<file path="config.mk">
export PLATFORM = sky130hd
export DESIGN_NAME = muldiv_ctrl
export DESIGN_NICKNAME = d
export VERILOG_FILES = /design/src/rtl/muldiv_ctrl.sv
export SDC_FILE = /design/constraint.sdc
export NUM_CORES = 1
export LEC_CHECK = 0
export CORE_ASPECT_RATIO = 1.75
export CORE_MARGIN = 2
export CORE_UTILIZATION = 35
export CTS_CLUSTER_DIAMETER = 80
export CTS_CLUSTER_SIZE = 10
export DETAILED_ROUTE_END_ITERATION = 12
export PLACE_DENSITY_LB_ADDON = 0.25
export SYNTH_ARGS = -nofsm -noshare
export SYNTH_HDL_FRONTEND = slang
export SYNTH_SLANG_ARGS = --single-unit
</file>
<file path="constraint.sdc">
create_clock -name clk -period 3 [get_ports clk]
set_clock_uncertainty 0.05 [all_clocks]
set_input_delay 0.3 -clock clk [delete_from_list [all_inputs] [get_ports clk]]
set_output_delay 0.3 -clock clk [all_outputs]
set_load 0.005 [all_outputs]
</file>
<file path="src/rtl/muldiv_ctrl.sv">
// muldiv_ctrl: iterative 32x32 multiply / 32/32 divide unit owning HI/LO, 33-cycle latency
// Ports:
//   clk, reset          - clock, synchronous active-high reset
//   start, op           - begin op (00 MULT, 01 MULTU, 10 DIV, 11 DIVU) when idle
//   rs_val, rt_val      - multiplicand/dividend, multiplier/divisor
//   mthi, mtlo, wdata   - direct HI/LO writes when idle
//   mfhi_req, mflo_req  - pending HI/LO reads, used for stall
//   hi, lo              - architectural HI/LO
//   busy, stall, done   - not idle, pipeline hold, one-cycle completion pulse
module muldiv_ctrl (
  input  logic        clk,
  input  logic        reset,
  input  logic        start,
  input  logic [1:0]  op,
  input  logic [31:0] rs_val,
  input  logic [31:0] rt_val,
  input  logic        mthi,
  input  logic        mtlo,
  input  logic [31:0] wdata,
  input  logic        mfhi_req,
  input  logic        mflo_req,
  output logic [31:0] hi,
  output logic [31:0] lo,
  output logic        busy,
  output logic        stall,
  output logic        done
);
  typedef enum logic [1:0] {IDLE, RUN, FIX} state_t;
  state_t      state;
  logic [1:0]  op_r;
  logic [31:0] a, b;
  logic        sa, sb;
  logic [4:0]  cnt;
  logic [63:0] work;
  logic [31:0] mag_rs, mag_rt;
  logic [32:0] acc, rem;
  logic [31:0] sub;
  logic        ge;
  logic [63:0] mul_next, div_next, prod;
  logic        neg_q, neg_r;
  logic [31:0] quo, rem_f;
  assign mag_rs = (~op[0] & rs_val[31]) ? 32'd0 - rs_val : rs_val;
  assign mag_rt = (~op[0] & rt_val[31]) ? 32'd0 - rt_val : rt_val;
  // multiply: work = {partial product, remaining multiplier}; carry lands in bit 63 after the shift
  assign acc      = {1'b0, work[63:32]} + (work[0] ? {1'b0, a} : 33'd0);
  assign mul_next = {acc, work[31:1]};
  // divide: work = {remainder, dividend/quotient}; 33-bit trial keeps the bit shifted out of the remainder
  assign rem      = work[63:31];
  assign ge       = rem >= {1'b0, b};
  assign sub      = rem[31:0] - b;
  assign div_next = ge ? {sub, work[30:0], 1'b1} : {work[62:0], 1'b0};
  assign neg_q    = ~op_r[0] & (sa ^ sb);
  assign neg_r    = ~op_r[0] & sa;
  assign prod     = neg_q ? 64'd0 - work : work;
  assign quo      = neg_q ? 32'd0 - work[31:0] : work[31:0];
  assign rem_f    = neg_r ? 32'd0 - work[63:32] : work[63:32];
  assign busy     = state != IDLE;
  assign stall    = busy & (mfhi_req | mflo_req | start | mthi | mtlo);
  always_ff @(posedge clk) begin
    if (reset) begin
      state <= IDLE;
      op_r  <= 2'd0;
      a     <= 32'd0;
      b     <= 32'd0;
      sa    <= 1'b0;
      sb    <= 1'b0;
      cnt   <= 5'd0;
      work  <= 64'd0;
      hi    <= 32'd0;
      lo    <= 32'd0;
      done  <= 1'b0;
    end else begin
      done <= 1'b0;
      case (state)
        IDLE: begin
          if (start) begin
            op_r  <= op;
            a     <= mag_rs;
            b     <= mag_rt;
            sa    <= rs_val[31];
            sb    <= rt_val[31];
            cnt   <= 5'd0;
            work  <= {32'd0, op[1] ? mag_rs : mag_rt};
            state <= RUN;
          end else begin
            if (mthi) hi <= wdata;
            if (mtlo) lo <= wdata;
          end
        end
        RUN: begin
          work <= op_r[1] ? div_next : mul_next;
          cnt  <= cnt + 5'd1;
          if (cnt == 5'd31) state <= FIX;
        end
        FIX: begin
          hi    <= op_r[1] ? rem_f : prod[63:32];
          lo    <= op_r[1] ? quo : prod[31:0];
          done  <= 1'b1;
          state <= IDLE;
        end
        default: state <= IDLE;
      endcase
    end
  end
endmodule

</file>
# After elaboration in Yosys (flattened, before gate mapping)
# Index checks and enable logic that the tools add are counted.
# classes
add_sub_neg	8
multipliers	0
div	0
order_cmp	1
n_eq_ne	8
shifts	0
muxes	25
n_bitwise	12
reduce_logical	9
# op_table
operator	n
$mux W32	12
$mux W64	4
$pmux W32 S2	2
$pmux W64 S2	1
$sub A1 B32 Y32 const A	4
$sub A1 B64 Y64 const A	1
$add A32 B32 Y33	1
$ge A33 B32 Y1	1
$sub A32 B32 Y32	1
$ne A2 B2 Y1 const B	5
$pmux W5 S2	1
$reduce_and A2 Y1	3
$reduce_and A3 Y1	2
$reduce_bool A2 Y1	3
$add A5 B1 Y5 const B	1
$and A1 B1 Y1	5
$eq A5 B5 Y1 const B	1
$mux W5	1
$mux W2	2
$or A1 B1 Y1	4
$pmux W2 S2	1
$eq A2 B1 Y1 const B	1
$eq A2 B2 Y1 const B	1
$logic_not A2 Y1	1
other kinds (3)	4
# word_totals
ff_bits	204
latchBits	0
ram_bits	0
mem_bits_ro	0
input_bits	105
word_cells	74
n_memories	0

# Longest topological paths before layout
# logic_depth
ltp_word	6
mapped_depth	15

# Least setup slack after synthesis
# Ideal clock, no wire load.
# synth_timing
kind	register -> register
from	reg work[0]
to	reg work[63]
setup_ns	0.130
arrival_time_ns	3.144
required_ns	2.820
path_slack_ns	-0.325
stages_incl_launch_ff	14
synth_period_minus_slack_ns	3.325
path_cell_list	dfxtp_1 -> clkbuf_1 -> clkbuf_1 -> and2_1 -> ha_1 -> a21o_1 -> a21o_1 -> a211oi_1 -> nand2_1 -> a2111oi_2 -> o31ai_1 -> a31o_2 -> a2111oi_0 -> o31ai_1
# synth_between
elab_chain_cells	4
# synth_lines
item	line	rtl
start: declaration	34	logic [63:0] work;
start signal: assignment	83	work <= {32'd0, op[1] ? mag_rs : mag_rt};
start signal: assignment	91	work <= op_r[1] ? div_next : mul_next;
$mux W32	45	assign acc = {1'b0, work[63:32]} + (work[0] ? {1'b0, a} : 33'd0);
$add A32 B32 Y33	45	
$mux W64	91	
$pmux W64 S2	74	case (state)
# No other way between the ends.
# A chain may end at the register's enable or synchronous reset.

# Worst setup path in the final report
# Ends and elaborated chain as after synthesis.

==> metrics.cfg <==
[run_status]
outcome = complete, but fails checks
violations = negative setup slack

[grt]
antenna_found_initial = 0
grt_util_all_layers_pct = 28.2
grt_pass1_wl_um = 97200
grt_max_degree = 109
grt_remaining_overflow = 0
grt_pass1_vias = 16414

[critical_path]
critPathKind = reg -> reg
max_stage_delay_ns = 0.44
cp_data_required_time_ns = 3.40
timing.rr.end = work[63]$_SDFFE_PP0P_
ff2ff_path_depth = 13
r2r_setup_slack_ns = -0.06
worst-endpoint-arrival_ns = 3.46
crit_path_start_kind = flop
r2r-start = work[0]$_SDFFE_PP0P_
critPathMaxFanout = 8
cp_cell_sequence = and2_4, ha_4, a21o_1, buf_6, a21oi_4, a21boi_4, a21o_1, a2111oi_4, buf_4, o31ai_4, a31o_4, a2111oi_4, o31ai_1
crit_slowest_cell = dfxtp_4
critPathCaptureType = flop

[route]
drc = 0
wl_met2_um = 33400
highest_layer = met4
met1_length_um = 23100
num_vias = 16704
viasPerCell = 5.59
wire_per_inst_um = 22.2
routed_wl_um = 66500
dr.pass1.iters = 8
drt_iter0_drc = 1263
ant_nets = 0
dr_wl_met3_um = 2860

[cells_and_area]
drive_gt1_share_pct = 22.0
num-nets-final = 2599
final_cells = 2989
nFillCells = 4228
final_cell_mix = buf_4 (337), nor2_1 (272), dfxtp_1 (197), a21oi_1 (182), clkdlybuf4s50_1 (170)
multiInputGateArea_mm2 = 0.0110
register_area_mm2 = 0.00410
final_common_cell = buf_4
finalInstanceArea_mm2 = 0.0212
area_delta_synth_final_pct = 39.4
antenna_cells = 0

[timing]
period_share_pct = 102
fmax_mhz = 326
slew_viol_final = 0
rsz0062_at_grt = yes
hold_viol = 0
tightest_slew_ns = 0.875
fin_ws_ns = -0.0638
max-slew-margin-rel_pct = 41.3
fin_crit_ns = 3.06
setup_violations = 2

[pwr]
power_leakage_nw = 8.70
combPwrFrac_pct = 35.8
p_switching_w = 0.00307
powerDensity_mw_per_mm2 = 415
irDropWorstVdd_mv = 0.348
clkPwrFrac_pct = 29.6
total_power_w = 0.00881
sw_frac_of_total_pct = 34.9
seq_power_share_pct = 34.6
power.internal_w = 0.00573

[place]
gp_routability_congestion = 1.01
placement.cell_area_mm2 = 0.0197
placed_cells = 2939
hpwl_um = 53100
portBuffers = 171

[clocking]
clkTransAtPathRegs_ns = 0.07
cts_hold_buffers = 0
clock_latency_ns = 0.56
htree_levels = 1
clock-root-buffer = clkbuf_16
clk_path_buf_depth = 3
numClockSinks = 204
cts_tree = built
numCtsBuffers = 24

[floorplanning]
row_count = 101
core_area_mm2 = 0.0432
die_area_mm2 = 0.0453
initial_core_util_pct = 35.2
die_w_um = 162
die_h_um = 280
ios = 172

[run]
max_cap_viol_count = 0

[synthesis]
synth_flop_cell = dfxtp_1
synthCells = 2015
async_reset_ff_share_pct = 0
synth_warnings = 0
syn_nets = 2192
syn_area_mm2 = 0.0152
ys_seq_area_share_pct = 26.8
synth-seq-cells = 204
syn_avg_cell_area_um2 = 7.56
synth_cell_types = 77
synth-edff-count = 0

[min_path]
hold_depth = 2
worstHoldStart = reset
whs_endpoint = work[61]$_SDFFE_PP0P_
min_path_type = in -> reg

-- timing repair --
| item | 4_1_cts | 5_1_grt |
|---|---|---|
| resized for setup | 49 | 98 |
| pin swaps | 27 | 38 |
| setup endpoints to repair | 15 | 42 |
| gates cloned | 0 | 2 |
| buffers inserted | 12 | 10 |
-- synthesized netlist by cell type (4+ instances only) --
| master | n | share of area [%] |
|---|---|---|
| a2111oi_0 | 15 | 0.86 |
| a211o_1 | 6 | 0.35 |
| a211oi_1 | 125 | 6.2 |
| a21o_1 | 34 | 1.7 |
| a21oi_1 | 193 | 6.3 |
| a221oi_1 | 12 | 0.69 |
| a22o_1 | 4 | 0.23 |
| a22oi_1 | 15 | 0.74 |
| a311oi_1 | 12 | 0.69 |
| a31oi_1 | 19 | 0.78 |
| and2_1 | 42 | 1.7 |
| and3_1 | 10 | 0.41 |
| buf_1 | 15 | 0.37 |
| buf_2 | 8 | 0.26 |
| clkbuf_1 | 120 | 3.0 |
| dfxtp_1 | 204 | 27 |
| ha_1 | 70 | 5.8 |
| inv_1 | 67 | 1.7 |
| mux2i_1 | 48 | 3.2 |
| nand2_1 | 150 | 3.7 |
| nand2b_1 | 18 | 0.74 |
| nand3_1 | 28 | 0.92 |
| nand4_1 | 17 | 0.70 |
| nor2_1 | 277 | 6.8 |
| nor2b_1 | 11 | 0.45 |
| nor3_1 | 47 | 1.5 |
| nor4_1 | 14 | 0.58 |
| o211ai_1 | 9 | 0.44 |
| o21a_1 | 12 | 0.59 |
| o21ai_0 | 82 | 2.7 |
| o21ai_1 | 5 | 0.16 |
| o21bai_1 | 10 | 0.49 |
| o221ai_1 | 7 | 0.40 |
| o22ai_1 | 6 | 0.25 |
| o31ai_1 | 21 | 1.0 |
| o41ai_1 | 12 | 0.69 |
| or2_2 | 6 | 0.25 |
| or3_1 | 16 | 0.66 |
| or4_1 | 14 | 0.69 |
| or4_4 | 5 | 0.37 |
| xnor2_1 | 104 | 6.0 |
| xor2_1 | 71 | 4.1 |
-- cell families after synthesis --
logic type                 after synthesis  share of synthesized area [%]
and+or+nand+nor                        672                           20.9
muxes                                   51                           3.38
DFF                                    204                           26.8
adders and majority gates               72                           6.01
AOI/OAI and AO/OA                      629                           27.4
xor gates and xnor gates               175                           10.1
buffers and inverters                  212                           5.39
-- power by group through the flow --
stage	clock network [W]	registers [W]	logic, W
floorplan	0	0.00306	0.00166
global placement	0	0.00309	0.00295
detailed placement	0	0.00310	0.00297
CTS	0.00265	0.00304	0.00302
global route	0.00273	0.00307	0.00339
finish	0.00260	0.00305	0.00315
-- per-stage QoR --
stage	hold WS (ns)	worst slack [ns]	setup TNS (ns)	util [%]
final	0.185	-0.0638	-0.0844	49.1
after global routing	0.203	-0.151	-0.747	49.1
after CTS	0.169	-0.0688	-0.0864	47.9
after detailed placement	0.395	-0.351	-6.73	45.6
after global placement	0.393	-0.308	-4.93	45.6
after floorplan	0.379	-0.0195	-0.0195	-
-- flip-flops by register name, indices dropped and copies added (netlist names) --
register and cells:
work 64, a 32, b 32, hi 32, lo 32, cnt 5, op_r 2, state 2
done 1, sa 1, sb 1
-- final cells by class --
class	count	share of cell area (%)
Clock buffer	25	2.85
Clock inverter	2	0.112
Inverter	67	1.18
Multi-Input combinational cell	1599	51.9
Sequential cell	204	19.3
Tap cell	566	3.34
Timing Repair Buffer	526	21.3
-- critical path: cells and delay by family (launching register included) --
| kind | cells | cell delay [ns] |
|---|---|---|
| fa+ha+maj | 1 | 0.20 |
| simple gates | 1 | 0.18 |
| compound gates | 9 | 1.76 |
| buf+inv | 2 | 0.32 |
| flops | 1 | 0.44 |
-- metal layers --
layer / up-vias / GRT usage [%]
li1: 8059 / -
met1: 7831 / 28.5
met2: 602 / 50.8
met3: 212 / 2.77
met4: 0 / 25.4
met5: - / 0
-- worst max-delay path by stage --
stage | to | startpoint
global placement | work[12]$_SDFFE_PP0P_ | rs_val[5]
finish | work[63]$_SDFFE_PP0P_ | work[0]$_SDFFE_PP0P_
floorplan | work[63]$_SDFFE_PP0P_ | work[0]$_SDFFE_PP0P_
CTS | work[63]$_SDFFE_PP0P_ | work[0]$_SDFFE_PP0P_
global route | work[63]$_SDFFE_PP0P_ | work[0]$_SDFFE_PP0P_
detailed placement | work[12]$_SDFFE_PP0P_ | rs_val[5]
No activity file was read; power rests on OpenSTA's default activity.
